`config.mk`:
```
export PLATFORM = sky130hd
export DESIGN_NAME = seg7_scan_capture
export DESIGN_NICKNAME = d
export VERILOG_FILES = /design/src/rtl/seg7_scan_capture.sv
export SDC_FILE = /design/constraint.sdc
export NUM_CORES = 1
export LEC_CHECK = 0
export ABC_AREA = 1
export BUFFER_PORTS_ARGS = -buffer_cell sky130_fd_sc_hd__buf_2
export CAP_MARGIN = 20
export CORE_ASPECT_RATIO = 1.25
export CORE_MARGIN = 1
export CORE_UTILIZATION = 30
export DETAILED_ROUTE_END_ITERATION = 10
export GPL_ROUTABILITY_DRIVEN = 1
export SLEW_MARGIN = 20
export SYNTH_ARGS = -nofsm -noshare
export SYNTH_HDL_FRONTEND = slang
export SYNTH_SLANG_ARGS = --single-unit
```
`constraint.sdc`:
```
create_clock -name clk -period 3.64 [get_ports clk]
set_input_delay 0.182 -clock clk [delete_from_list [all_inputs] [get_ports clk]]
set_output_delay 0.182 -clock clk [all_outputs]
set_load 0.05 [all_outputs]
```
`src/rtl/seg7_scan_capture.sv`:
```
// seg7_scan_capture: reads back a multiplexed 7-segment bus and
// recovers one BCD code, decimal point and error flag per digit.
//
// Ports:
//   clk, rst_n   clock, async active-low reset
//   an           digit anodes (one-hot, polarity by AN_ACTIVE_LOW)
//   seg          {a,b,c,d,e,f,g,dp}, active-high
//   digits       captured codes, digit i at [4i+3:4i]
//   dp_out       captured decimal point per digit
//   digit_err    last capture of digit i was an illegal pattern
//   frame_valid  1-cycle pulse once every digit has been captured
module seg7_scan_capture #(
  parameter int NUM_DIGITS    = 4,
  parameter int STABLE_CYCLES = 4,
  parameter bit AN_ACTIVE_LOW = 1'b1
) (
  input  logic                    clk,
  input  logic                    rst_n,
  input  logic [NUM_DIGITS-1:0]   an,
  input  logic [7:0]              seg,
  output logic [4*NUM_DIGITS-1:0] digits,
  output logic [NUM_DIGITS-1:0]   dp_out,
  output logic [NUM_DIGITS-1:0]   digit_err,
  output logic                    frame_valid
);

  localparam int CW = $clog2(STABLE_CYCLES + 1);
  localparam int IW = $clog2(NUM_DIGITS);
  localparam int SW = IW + 8;

  localparam logic [NUM_DIGITS-1:0] AN_OFF =
    {NUM_DIGITS{AN_ACTIVE_LOW}};
  localparam logic [CW-1:0] CNT_MAX = CW'(STABLE_CYCLES);
  localparam logic [CW-1:0] CNT_ONE = CW'(1);

  typedef enum logic [1:0] {
    IDLE,
    SETTLE,
    HELD
  } state_t;

  logic [NUM_DIGITS-1:0]   an_s1_q, an_s2_q;
  logic [7:0]              seg_s1_q, seg_s2_q;
  logic [SW-1:0]           prev_q;
  state_t                  state_q, state_d;
  logic [CW-1:0]           cnt_q, cnt_d;
  logic [4*NUM_DIGITS-1:0] digits_q;
  logic [NUM_DIGITS-1:0]   dp_q, err_q;
  logic [NUM_DIGITS-1:0]   mask_q, mask_d;
  logic                    fv_q, fv_d;

  logic [NUM_DIGITS-1:0] act;
  logic                  valid;
  logic [IW-1:0]         idx;
  logic [SW-1:0]         sample;
  logic                  same;
  logic                  cap;
  logic [3:0]            dec_code;
  logic                  dec_err;

  // Two-flop synchronizers; anodes park at the inactive level.
  always_ff @(posedge clk or negedge rst_n) begin
    if (!rst_n) begin
      an_s1_q  <= AN_OFF;
      an_s2_q  <= AN_OFF;
      seg_s1_q <= '0;
      seg_s2_q <= '0;
    end else begin
      an_s1_q  <= an;
      an_s2_q  <= an_s1_q;
      seg_s1_q <= seg;
      seg_s2_q <= seg_s1_q;
    end
  end

  assign act   = an_s2_q ^ AN_OFF;
  assign valid = $onehot(act);

  always_comb begin
    idx = '0;
    for (int i = 0; i < NUM_DIGITS; i++) begin
      if (act[i]) idx = IW'(i);
    end
  end

  assign sample = {idx, seg_s2_q};
  assign same   = (sample == prev_q);

  always_comb begin
    state_d = state_q;
    cnt_d   = cnt_q;
    cap     = 1'b0;
    unique case (state_q)
      IDLE: begin
        if (valid) begin
          state_d = SETTLE;
          cnt_d   = CNT_ONE;
        end
      end
      SETTLE: begin
        if (!valid) begin
          state_d = IDLE;
          cnt_d   = '0;
        end else if (!same) begin
          cnt_d = CNT_ONE;
        end else if (cnt_q >= CNT_MAX - CNT_ONE) begin
          // This edge ends the last required sample.
          cap     = 1'b1;
          state_d = HELD;
          cnt_d   = CNT_MAX;
        end else begin
          cnt_d = cnt_q + CNT_ONE;
        end
      end
      HELD: begin
        if (!valid) begin
          state_d = IDLE;
          cnt_d   = '0;
        end else if (!same) begin
          state_d = SETTLE;
          cnt_d   = CNT_ONE;
        end
      end
      default: begin
        state_d = IDLE;
        cnt_d   = '0;
      end
    endcase
  end

  always_ff @(posedge clk or negedge rst_n) begin
    if (!rst_n) begin
      state_q <= IDLE;
      cnt_q   <= '0;
      prev_q  <= '0;
    end else begin
      state_q <= state_d;
      cnt_q   <= cnt_d;
      prev_q  <= sample;
    end
  end

  always_comb begin
    dec_err = 1'b0;
    case (seg_s2_q[7:1])
      7'b1111110: dec_code = 4'd0;
      7'b0110000: dec_code = 4'd1;
      7'b1101101: dec_code = 4'd2;
      7'b1111001: dec_code = 4'd3;
      7'b0110011: dec_code = 4'd4;
      7'b1011011: dec_code = 4'd5;
      7'b1011111: dec_code = 4'd6;
      7'b1110000: dec_code = 4'd7;
      7'b1111111: dec_code = 4'd8;
      7'b1111011: dec_code = 4'd9;
      7'b0000000: dec_code = 4'hF;
      default: begin
        dec_code = 4'hE;
        dec_err  = 1'b1;
      end
    endcase
  end

  // The completing capture clears the mask on the same edge it
  // raises frame_valid, so the next capture lands in a clean mask.
  always_comb begin
    mask_d = mask_q;
    fv_d   = 1'b0;
    if (cap) begin
      mask_d = mask_q | act;
      if (&mask_d) begin
        fv_d   = 1'b1;
        mask_d = '0;
      end
    end
  end

  always_ff @(posedge clk or negedge rst_n) begin
    if (!rst_n) begin
      digits_q <= '1;
      dp_q     <= '0;
      err_q    <= '0;
      mask_q   <= '0;
      fv_q     <= 1'b0;
    end else begin
      mask_q <= mask_d;
      fv_q   <= fv_d;
      if (cap) begin
        digits_q[{idx, 2'b00} +: 4] <= dec_code;
        dp_q[idx]  <= seg_s2_q[0];
        err_q[idx] <= dec_err;
      end
    end
  end

  assign digits      = digits_q;
  assign dp_out      = dp_q;
  assign digit_err   = err_q;
  assign frame_valid = fv_q;

endmodule

```
Yosys cells after proc, flatten, opt, wreduce, memory -nomap -nowiden:

Cells that the tools add are included.

* output and inout bits: 25
* bits in latches: 0
* bits of input ports: 14
* register bits after elaboration: 68
* RAM bits: 0
* word-level logic and storage cells: 80
* memories: 0
* memory bits (read-only): 0

* add/subtract/negate cells: 5
* mux-type cells: 31
* bitwise logic cells: 2
* $mul: 0
* equal/unequal tests: 18
* $lt $le $gt $ge: 3
* reductions and logical operators: 7
* shift-type cells: 2
* divide/modulo/power cells: 0

Operators with widths (number)
* 7-bit == test, second input constant: 8
* 4-bit one-hot mux with 11 select lines: 1
* 3-bit 2-to-1 mux: 6
* 16-bit bitwise mux: 1
* 2-bit 2-to-1 mux: 8
* 4-bit by 6-bit variable shift with 16-bit output, first input constant: 1
* 4-bit by 6-bit indexed part select with 16-bit output: 1
* 7-bit by 6-bit == test with 1-bit output, second input constant: 2
* 11-bit OR reduction: 1
* 10-bit == test: 1
* 1-bit 2-to-1 mux: 9
* 3-bit inequality test, second input constant: 3
* 3-bit one-hot mux with 3 select lines: 1
* 4-bit bitwise mux: 2
* 4-bit AND reduction: 2
* 7-bit logical NOT: 1
* 4-bit negator with 6-bit output: 1
* 2-bit one-hot mux with 3 select lines: 1
* 1-bit by 1-bit adder with 2-bit output: 2
* 4-bit 2-to-1 mux: 1
* 4-bit inverter: 1
* 4-bit bitwise OR: 1
* 2-bit by 2-bit adder with 3-bit output: 1
* 3-bit by 1-bit adder with 3-bit output, second input constant: 1
* 11 further kinds: 11

Depth between registers and ports, before layout:

Gate-level depths: netlist of the first run.

* word-level depth: 9
* gate-level depth with buffers: 13
* depth with buffers taken out: 13

Worst setup path before layout of the first run:

Ideal clock, no wire load.

* kind: register to register
* start point: register an_s2_q[3]
* end point: register err_q[3] (netlist: digit_err[3])
* clock period less this slack: 2527 ps
* data arrival time: 2404 ps
* stages on the path, launching flop included: 12
* path slack: 1113 ps
* library setup time: 123 ps
* data required time: 3517 ps
* cell sequence: dfstp_2 > fa_1 > inv_1 > ha_1 > ha_1 > nor3_2 > nand2_1 > nor2_4 > nand4_2 > buf_6 > nand2_1 > o21ai_1

* cells in the longest elaborated chain, start to end: 7
* elaborated cells between the ends (all ways): 15
* those cells by class: 2 x add/sub; 2 x order compare; 2 x eq/ne; 7 x mux; 1 x bitwise; 1 x reduce/logical

RTL lines
* start: declaration: RTL line 42 `logic [NUM_DIGITS-1:0] an_s1_q, an_s2_q;`
* start signal: assignment: RTL line 70 `an_s2_q <= an_s1_q;`
* 4-bit inverter (no line) *
* 2-bit 2-to-1 mux: RTL line 82 `if (act[i]) idx = IW'(i);`
* 2-bit by 3-bit less-than comparator with 1-bit output (not written as such) / 2-bit by 1-bit >= comparator with 1-bit output (equally long branches): RTL line 191 `err_q[idx] <= dec_err;`
* 1-bit logical AND (not written as such): RTL line 191
* 1-bit 2-to-1 mux (not written as such): RTL line 191
* 1-bit demux with 2-bit select: RTL line 191
* 4-bit bitwise mux: RTL line 191
* end signal: indexed assignment: RTL line 191
* end: declaration: RTL line 48 `logic [NUM_DIGITS-1:0] dp_q, err_q;`

Mark *: on every way between the ends. The rest lies on a longest branch, timed or not.
A chain may end at the register's enable or synchronous reset.

Final worst setup path of the first run:

* start point: register an_s2_q[3]
* end point: register digits_q[13] (netlist: digits[13])

* cells in the longest elaborated chain, start to end: 6
* elaborated cells between the ends (all ways): 13
* those cells by class: 3 x add/sub; 2 x eq/ne; 2 x shift; 5 x mux; 1 x bitwise

RTL lines
* 4-bit inverter (no line) *
* branches (longest 5 deep; another with 4-bit negator with 6-bit output)
* end signal: indexed assignment: RTL line 189 `digits_q[{idx, 2'b00} +: 4] <= dec_code;`
* end: declaration: RTL line 47 `logic [4*NUM_DIGITS-1:0] digits_q;`

Every way passes the cells marked *.

==> flow_summary.ini, run 1 <==
[layout]
syn_to_final_growth_pct = 24.4
final_common_cell = nand2_1
final_util = 0.383
layout_common_cells = nand2_1 (124), inv_1 (47), dfrtp_1 (44)
nNetsFinal = 435
fillerInstances = 990
diodes = 0
drive_gt1_frac = 0.254

[routing]
drt_iter0_drc = 136
dr.pass1.iters = 5
ant_nets = 0
vias = 2374
route.detailed.drc = 0
via_per_inst = 4.32
wl_per_cell_um = 11.4
drt_wl_total_um = 6300

[critical_path]
reg2reg_slack_ps = 630
cp.arrival_ps = 3260
path_cells = fa_1, inv_1, ha_1, ha_1, nor3_2, nand2_1, nor2_4, nand4_2, nand2_1, inv_1, nor2_1
startpoint = an_s2_q[3]
crit_type = flip-flop to flip-flop
endpoint_kind = flip-flop
reg2regPathDepth = 11
critPathMaxStageDelay_ps = 740
rr_startpoint = an_s2_q[3]
cpMaxStageDelayCell = dfstp_2
path_buf_inv = 2
rr_endpoint = digits[13]
critPathTopFamily = simple AND/OR/NAND/NOR gates
critical_path_depth = 11
path_max_fanout = 16
start_kind = flip-flop
critical_path_required_ps = 3900

[die]
rows = 41
ios = 39
die_w_um = 93.1
die_area_um2 = 10800
start_util = 0.308
die_h_um = 116
fp.coreArea_um2 = 10100

[sta]
worst-slew-pin-transition_ps = 745
slew_violations = 0
fin_tns_setup_ps = 0
min_period_over_period = 0.826
hold_viol = 0
fmax_ghz = 0.333
slew_headroom = 0.503
rsz0062_at_grt = no
setup_viol = 0
fin_skew_ps = 8.43
period_needed_ps = 3010

[clocking]
holdBufCountCts = 13
cts_sinks = 68
cts_resized = 0
cts_tree = yes
cts_setup_buffers = 0
clk_pin_slew_worst_paths_ps = 60
cts_root_buf = clkbuf_16
clk-insertion-delay-late_ps = 330
numCtsBuffers = 9
h-tree-depth = 3
cts.path.max_buffers = 2

[grt]
grt_pass1_wl_um = 10700
grt_usage = 0.129
grt_pass1_vias = 2307
grt_max_degree = 38
overflow = 0
antenna_found_initial = 0

[synth]
synth_area_leaders = dfrtp_1 (35%), dfstp_2 (20%), nand2_1 (15%), inv_1 (5.7%), nand3_1 (4.0%)
ys_types = 29
seq_area_frac_synth = 0.556
synthArstFlopShare = 1.00
syn-cell-area_um2 = 3110
syn_nets = 374
syn_avg_cell_area_um2 = 8.77
ys_ff_latch = 68
synth_edf_count = 0
synthFlopType = dfrtp_1
netlist.top_cell.by_area = dfrtp_1
synthCells = 355
synth_top_area_share = 0.354
ys_warn_count = 0

[placed_design]
io_buffers = 38
hpwl_um = 4660
gp_congestion = 0.839

[power_and_ir_drop]
leakagePower_nw = 2.08
peakVddDrop_v = 0.000217
power_density_nw_per_um2 = 467

[min_path]
hold_path_depth = 0
min_to = seg_s2_q[0]
worstHoldPathType = flip-flop to flip-flop
hp-start = seg_s1_q[0]

[job]
drv_cap = 0

[outcome]
status = complete, no violations
==> cells in the mapped netlist, types with 3 or more instances <==
| library cell | count |
|---|---|
| dfstp_2 | 24 |
| o21ai_1 | 6 |
| inv_2 | 8 |
| nand4_4 | 3 |
| ha_1 | 4 |
| nor2_1 | 33 |
| o21ai_0 | 3 |
| nand2_2 | 7 |
| nand3_1 | 25 |
| nor2_4 | 4 |
| dfrtp_1 | 44 |
| inv_1 | 47 |
| nand2_1 | 124 |
| a21oi_1 | 4 |
==> cell families after synthesis <==
kind of cell               share of synthesized area
xor gates and xnor gates                     0.00563
and+or+nand+nor                                0.319
DFF                                            0.556
buffers and inverters                         0.0715
adders and majority gates                     0.0225
AOI/OAI and AO/OA                             0.0253
==> layer usage <==
layer / track usage / share of wire
met5: 0 / 0
met4: 0.0441 / 0.0076
met3: 0.0394 / 0.037
met2: 0.215 / 0.50
met1: 0.159 / 0.46
==> sequential cells by signal, summed over array words and instances, names as in the netlist, 8 cells and up <==
register	cells
seg_s1_q	8
prev_q	10
digits	16
seg_s2_q	8
==> final cells by class <==
class / instances / area, um2 / area share
Multi-Input combinational cell: 230 / 1160 / 0.299
Clock inverter: 5 / 53.8 / 0.0139
Inverter: 55 / 206 / 0.0533
Sequential cell: 68 / 1730 / 0.447
Clock buffer: 11 / 233 / 0.0601
Tap cell: 129 / 161 / 0.0417
Timing Repair Buffer: 52 / 328 / 0.0847
==> worst reg2reg max path: stages (launching register included) <==
cell and delay, ps:
dfstp_2 740, fa_1 480, inv_1 70, ha_1 150, ha_1 230, nor3_2 210, nand2_1 160, nor2_4 310
nand4_2 320, nand2_1 140, inv_1 40, nor2_1 100
==> per-stage QoR <==
| step | cell area (um2) | worst slack, ps | total power, mW | std cells | hold WS, ps |
|---|---|---|---|---|---|
| global placement | 3460 | 765 | 0.979 | 521 | 290 |
| global route | 3870 | 353 | 1.90 | 550 | 348 |
| CTS | 3870 | 623 | 1.83 | 550 | 345 |
| floorplan | 3110 | 1110 | 0.933 | 355 | -114 |
| detailed placement | 3460 | 646 | 0.983 | 521 | 288 |
| finish | 3870 | 635 | 1.81 | 550 | 343 |
==> power breakdown <==
group	internal (mW)	switching [mW]
Clock	0.527	0.302
Combinational	0.0592	0.0997
Sequential	0.792	0.0288
Total	1.38	0.431
==> worst max-delay path by stage <==
stage,end,slack [ps]
after CTS,digits[13],620
after global routing,digits[15],350
after detailed placement,digits[13],650
after global placement,digits[13],760
final,digits[13],630
after floorplan,digit_err[3],1110
No activity file was read; power rests on OpenSTA's default activity.
==> run 2: changes to the inputs <==
==> constraint.sdc (replaced) <==
create_clock -name clk -period 2.6 [get_ports clk]
set_input_delay 0.13 -clock clk [delete_from_list [all_inputs] [get_ports clk]]
set_output_delay 0.13 -clock clk [all_outputs]
set_load 0.05 [all_outputs]
==> run 2 against run 1 <==
  * Clock skew shrank 0.87 ps
  * Hold slack gained 2.1 ps
  * Power grew 48%
  * Global-route usage grew 0.24 points
  * Combinational power grew 58%
  * Sequential power grew 39%
  * Sequential share of layout area shrank 2.3 points
  * Clock power grew 54%
  * Cell area grew 5.4%
  * Critical path depth is the same
  * Core utilization grew 2.1 points
==> flow_summary.ini, run 2 (synthesis gave the netlist of run 1 again) <==
[die]
start_util = 0.308
rows = 41
fp.coreArea_um2 = 10100
die_area_um2 = 10800
die_h_um = 116
ios = 39
die_w_um = 93.1

[sta]
rsz0062_at_grt = yes
min_period_over_period = 0.974
fin_skew_ps = 7.57
fmax_ghz = 0.395
hold_viol = 0
slew_violations = 0
worst-slew-pin-transition_ps = 678
period_needed_ps = 2530
slew_headroom = 0.548
fin_tns_setup_ps = 0
fin_ws_ps = 68.5
setup_viol = 0

[layout]
final_common_cell = nand2_1
nNetsFinal = 445
syn_to_final_growth_pct = 31.1
drive_gt1_frac = 0.299
largest_reg_flops = 16
final_util = 0.404
layout_common_cells = nand2_1 (119), inv_1 (46), dfrtp_1 (44)
diodes = 0
final_area_um2 = 4080

[clocking]
cts.path.max_buffers = 2
cts_tree = yes
cts_sinks = 68
clk_pin_slew_worst_paths_ps = 60
cts_root_buf = clkbuf_16
numCtsBuffers = 9
h-tree-depth = 3
clk-insertion-delay-late_ps = 340

[placed_design]
hpwl_um = 4450
io_buffers = 38
post-place-ws_ps = -38.2
gp_congestion = 0.788
place_area_um2 = 3500

[job]
drv_cap = 0

[grt]
grt_pass1_wl_um = 10700
grt_usage = 0.131
antenna_found_initial = 0
overflow = 0
grt_pass1_vias = 2348
grt_max_degree = 41

[outcome]
status = complete, no violations

[critical_path]
start_kind = flip-flop
critical_path_required_ps = 2870
cp_common_cell = nor2_1
cpMaxStageDelayCell = dfstp_2
reg2regPathDepth = 11
cp.arrival_ps = 2800
path_max_fanout = 5
path_cells = fa_1, inv_1, ha_2, ha_4, nor3_4, nand2_2, nor2_4, buf_6, nand4_2, nor2_1, nor2_1
crit_type = flip-flop to flip-flop
critPathMaxStageDelay_ps = 540
endpoint_kind = flip-flop

[routing]
ant_nets = 0
drt_iter0_drc = 111
route.detailed.drc = 0
via_per_inst = 4.37
drt_wl_total_um = 6470
vias = 2449
dr.pass1.iters = 4
wl_per_cell_um = 11.6

[min_path]
hold_path_depth = 0
worstHoldPathType = flip-flop to flip-flop

[power_and_ir_drop]
power_density_nw_per_um2 = 656
peakVddDrop_v = 0.000356
leakagePower_nw = 2.16
-- run 2: metal layers --
| layer | up-vias | GRT usage | share of wire |
|---|---|---|---|
| met1 | 1152 | 0.156 | 0.44 |
| met2 | 46 | 0.216 | 0.50 |
| li1 | 1237 | - | - |
| met4 | 0 | 0.0862 | 0.024 |
| met3 | 14 | 0.0276 | 0.033 |
| met5 | - | 0 | 0 |
-- run 2: final timing paths --
kind	slack, ps	to	startpoint
min in group asynchronous	380	prev_q[1]	rst_n
min reg2reg	350	seg_s2_q[0]	seg_s1_q[0]
max	70	digits[15]	an_s2_q[1]
max reg2reg	70	digits[15]	an_s2_q[1]
min	350	seg_s2_q[0]	seg_s1_q[0]
max in group asynchronous	1520	digits[0]	rst_n
-- run 2: repair_timing --
action / CTS / global route
gates cloned: 0 / 2
hold buffers: 13 / 0
setup endpoints to repair: 7 / 29
buffers inserted: 0 / 4
pin swaps: 2 / 6
gates resized for setup: 2 / 14
endpoints found under the hold margin: 36 / 0
-- run 2: where the power goes --
group          switching [mW]  internal (mW)
Clock                   0.444          0.840
Combinational           0.157         0.0945
Sequential             0.0336           1.11
-- run 2: metrics by stage --
stage | total power, mW | hold WS, ps | cells
floorplan | 1.31 | -166 | 355
global placement | 1.38 | 218 | 525
detailed placement | 1.38 | 216 | 525
CTS | 2.70 | 347 | 554
global route | 2.80 | 349 | 560
finish | 2.68 | 345 | 560
-- run 2: worst max-delay path, delay by kind of cell, from the launching register on --
family	cells	cell delay [ps]
AND/OR/NAND/NOR	6	900
flip-flops	1	540
adder cells (fa/ha/maj)	3	800
buffers and inverters	2	220
-- run 2: final cells by class --
type                       instances  area (um2)
multi-input combinational        232        1250
sequential                        68        1730
clock buffer                      15         320
timing repair buffer              60         408
tap                              129         161
fill                             998        6020
inverter                          55         206
clock inverter                     1        7.51
==> run 3: changes to the inputs <==
--- a/config.mk
+++ b/config.mk
@@ -11,8 +11,10 @@
 export CORE_ASPECT_RATIO = 1.25
 export CORE_MARGIN = 1
 export CORE_UTILIZATION = 30
+export CTS_CLUSTER_SIZE = 8
 export DETAILED_ROUTE_END_ITERATION = 10
 export GPL_ROUTABILITY_DRIVEN = 1
+export PLACE_DENSITY_LB_ADDON = 0.12
 export SLEW_MARGIN = 20
 export SYNTH_ARGS = -nofsm -noshare
 export SYNTH_HDL_FRONTEND = slang
==> run 3 against run 2 <==
  * Clock-buffer cell count down 2
  * Critical path type unchanged
  * Highest routed layer unchanged
  * Worst setup slack better by 46 ps
  * Critical path depth is the same
  * Die area unchanged
==> flow_summary.ini, run 3 (synthesis gave the netlist of run 1 again) <==
[outcome]
status = complete, no violations

[layout]
drive_gt1_frac = 0.295
nNetsFinal = 444
final_util = 0.400
layout_common_cells = nand2_1 (123), inv_1 (46), dfrtp_1 (44)
diodes = 0
fillerInstances = 1020
syn_to_final_growth_pct = 29.9
instances_no_fill = 559
largest_reg_flops = 16
final_common_cell = nand2_1

[sta]
setup_viol = 0
fmax_ghz = 0.402
min_period_over_period = 0.956
rsz0062_at_grt = yes
slew_violations = 0
slew_headroom = 0.675
hold_viol = 0
period_needed_ps = 2490
worst-slew-pin-transition_ps = 483
fin_ws_ps = 115
fin_skew_ps = 10.1

[die]
ios = 39
start_util = 0.308
die_w_um = 93.1
rows = 41
die_h_um = 116
fp.coreArea_um2 = 10100
die_area_um2 = 10800

[routing]
ant_nets = 0
wl_per_cell_um = 11.8
drt_wl_total_um = 6600
route.detailed.drc = 0
vias = 2352
dr.pass1.iters = 4
drt_iter0_drc = 86
via_per_inst = 4.21

[power_and_ir_drop]
combinationalPowerShare = 0.102
intPower_mw = 1.93
leakagePower_nw = 2.13
pwr-share-seq = 0.445
pwr-share-clk = 0.453
p_sw_uw = 637
peakVddDrop_v = 0.000296
swShare = 0.248
power_density_nw_per_um2 = 635

[grt]
grt_usage = 0.134
grt_pass1_vias = 2252
antenna_found_initial = 0
overflow = 0
grt_pass1_wl_um = 10900
grt_max_degree = 52

[critical_path]
startpoint = an_s2_q[3]
path_max_fanout = 6
endpoint_kind = flip-flop
reg2regPathDepth = 11
path_cells = fa_1, inv_2, ha_4, ha_4, nor3_4, nand2_2, nor2_4, nand3_4, nor2_4, nand3_2, nand2_1
start_kind = flip-flop
critPathMaxStageDelay_ps = 540
reg2reg_slack_ps = 110
rr_startpoint = an_s2_q[3]
crit_type = flip-flop to flip-flop
cpMaxStageDelayCell = dfstp_2
rr_endpoint = dp_out[2]
critical_path_required_ps = 2870
cp.arrival_ps = 2760

[clocking]
cts.path.max_buffers = 2
numCtsBuffers = 9
h-tree-depth = 3
cts_root_buf = clkbuf_16
clk_pin_slew_worst_paths_ps = 60
cts_sinks = 68
cts_tree = yes
clk-insertion-delay-late_ps = 330

[min_path]
worstHoldPathType = input pin to asynchronous set/reset pin

[placed_design]
hpwl_um = 4560
io_buffers = 38
post-place-ws_ps = -4.56
gp_congestion = 0.781
dp_cells = 527

[job]
drv_cap = 0
## run 3: changes by cell type in the layout (fill, tap and decap cells not counted), moves of 2 or more
cell       previous run  this run
buf_6                 2         0
nand2_2              12         8
clkbuf_16            11         9
nand3_2               3         7
nand3_1              23        19
buf_4                 6         8
nand2_1             119       123
## run 3: layout make-up
class                   count  area (um2)  area share
clock buffers              13         270      0.0669
clock inverters             3        20.0     0.00495
inverters                  55         206      0.0511
multi-input cells         231        1250       0.310
flip-flops and latches     68        1730       0.428
well taps                 129         161      0.0399
repair buffers             60         400      0.0990
## run 3: worst max-delay path by stage
stage	endpoint	slack [ps]	cells after the start
floorplan	digit_err[3]	70	11
global placement	dp_out[3]	20	10
detailed placement	digits[13]	-5	11
CTS	digits[3]	20	11
global route	dp_out[2]	-2	11
finish	dp_out[2]	110	11
## run 3: timing repair
item | CTS | global route
endpoints found under the setup margin | 1 | 28
pin swaps | 0 | 7
gates resized for setup | 1 | 13
buffers inserted | 0 | 2
hold endpoints to repair | 21 | 0
cloned | 0 | 1
hold buffers | 13 | 0
## run 3: through the flow
| step | setup TNS (ps) | power, mW | hold slack [ps] | area [um2] |
|---|---|---|---|---|
| after global placement | 0 | 1.39 | 106 | 3510 |
| after CTS | 0 | 2.59 | 285 | 3940 |
| final | 0 | 2.57 | 265 | 4040 |
| after detailed placement | -4.56 | 1.39 | 106 | 3510 |
| after floorplan | 0 | 1.31 | -166 | 3110 |
| after global routing | -2.01 | 2.70 | 316 | 4040 |
## run 3: power by group through the flow
| stage | clock network [mW] | logic, mW | registers (mW) |
|---|---|---|---|
| after global routing | 1.25 | 0.304 | 1.15 |
| after global placement | 0 | 0.229 | 1.16 |
| after floorplan | 0 | 0.153 | 1.15 |
| after detailed placement | 0 | 0.231 | 1.16 |
| after CTS | 1.20 | 0.246 | 1.14 |
| final | 1.16 | 0.262 | 1.14 |
## run 3: critical path, delay by kind of cell, from the launching register on
family / cells / cell delay, ps
and+or+nand+nor: 7 / 1040
DFF: 1 / 540
adders and majority gates: 3 / 750
buffers and inverters: 1 / 80
## run 3: layer usage
metal  up-vias  share of wire  GRT usage
li1       1234              -          -
met1      1066           0.45      0.169
met2        41           0.49      0.207
met3        11          0.033     0.0433
met4         0          0.022     0.0605
met5         -              0          0
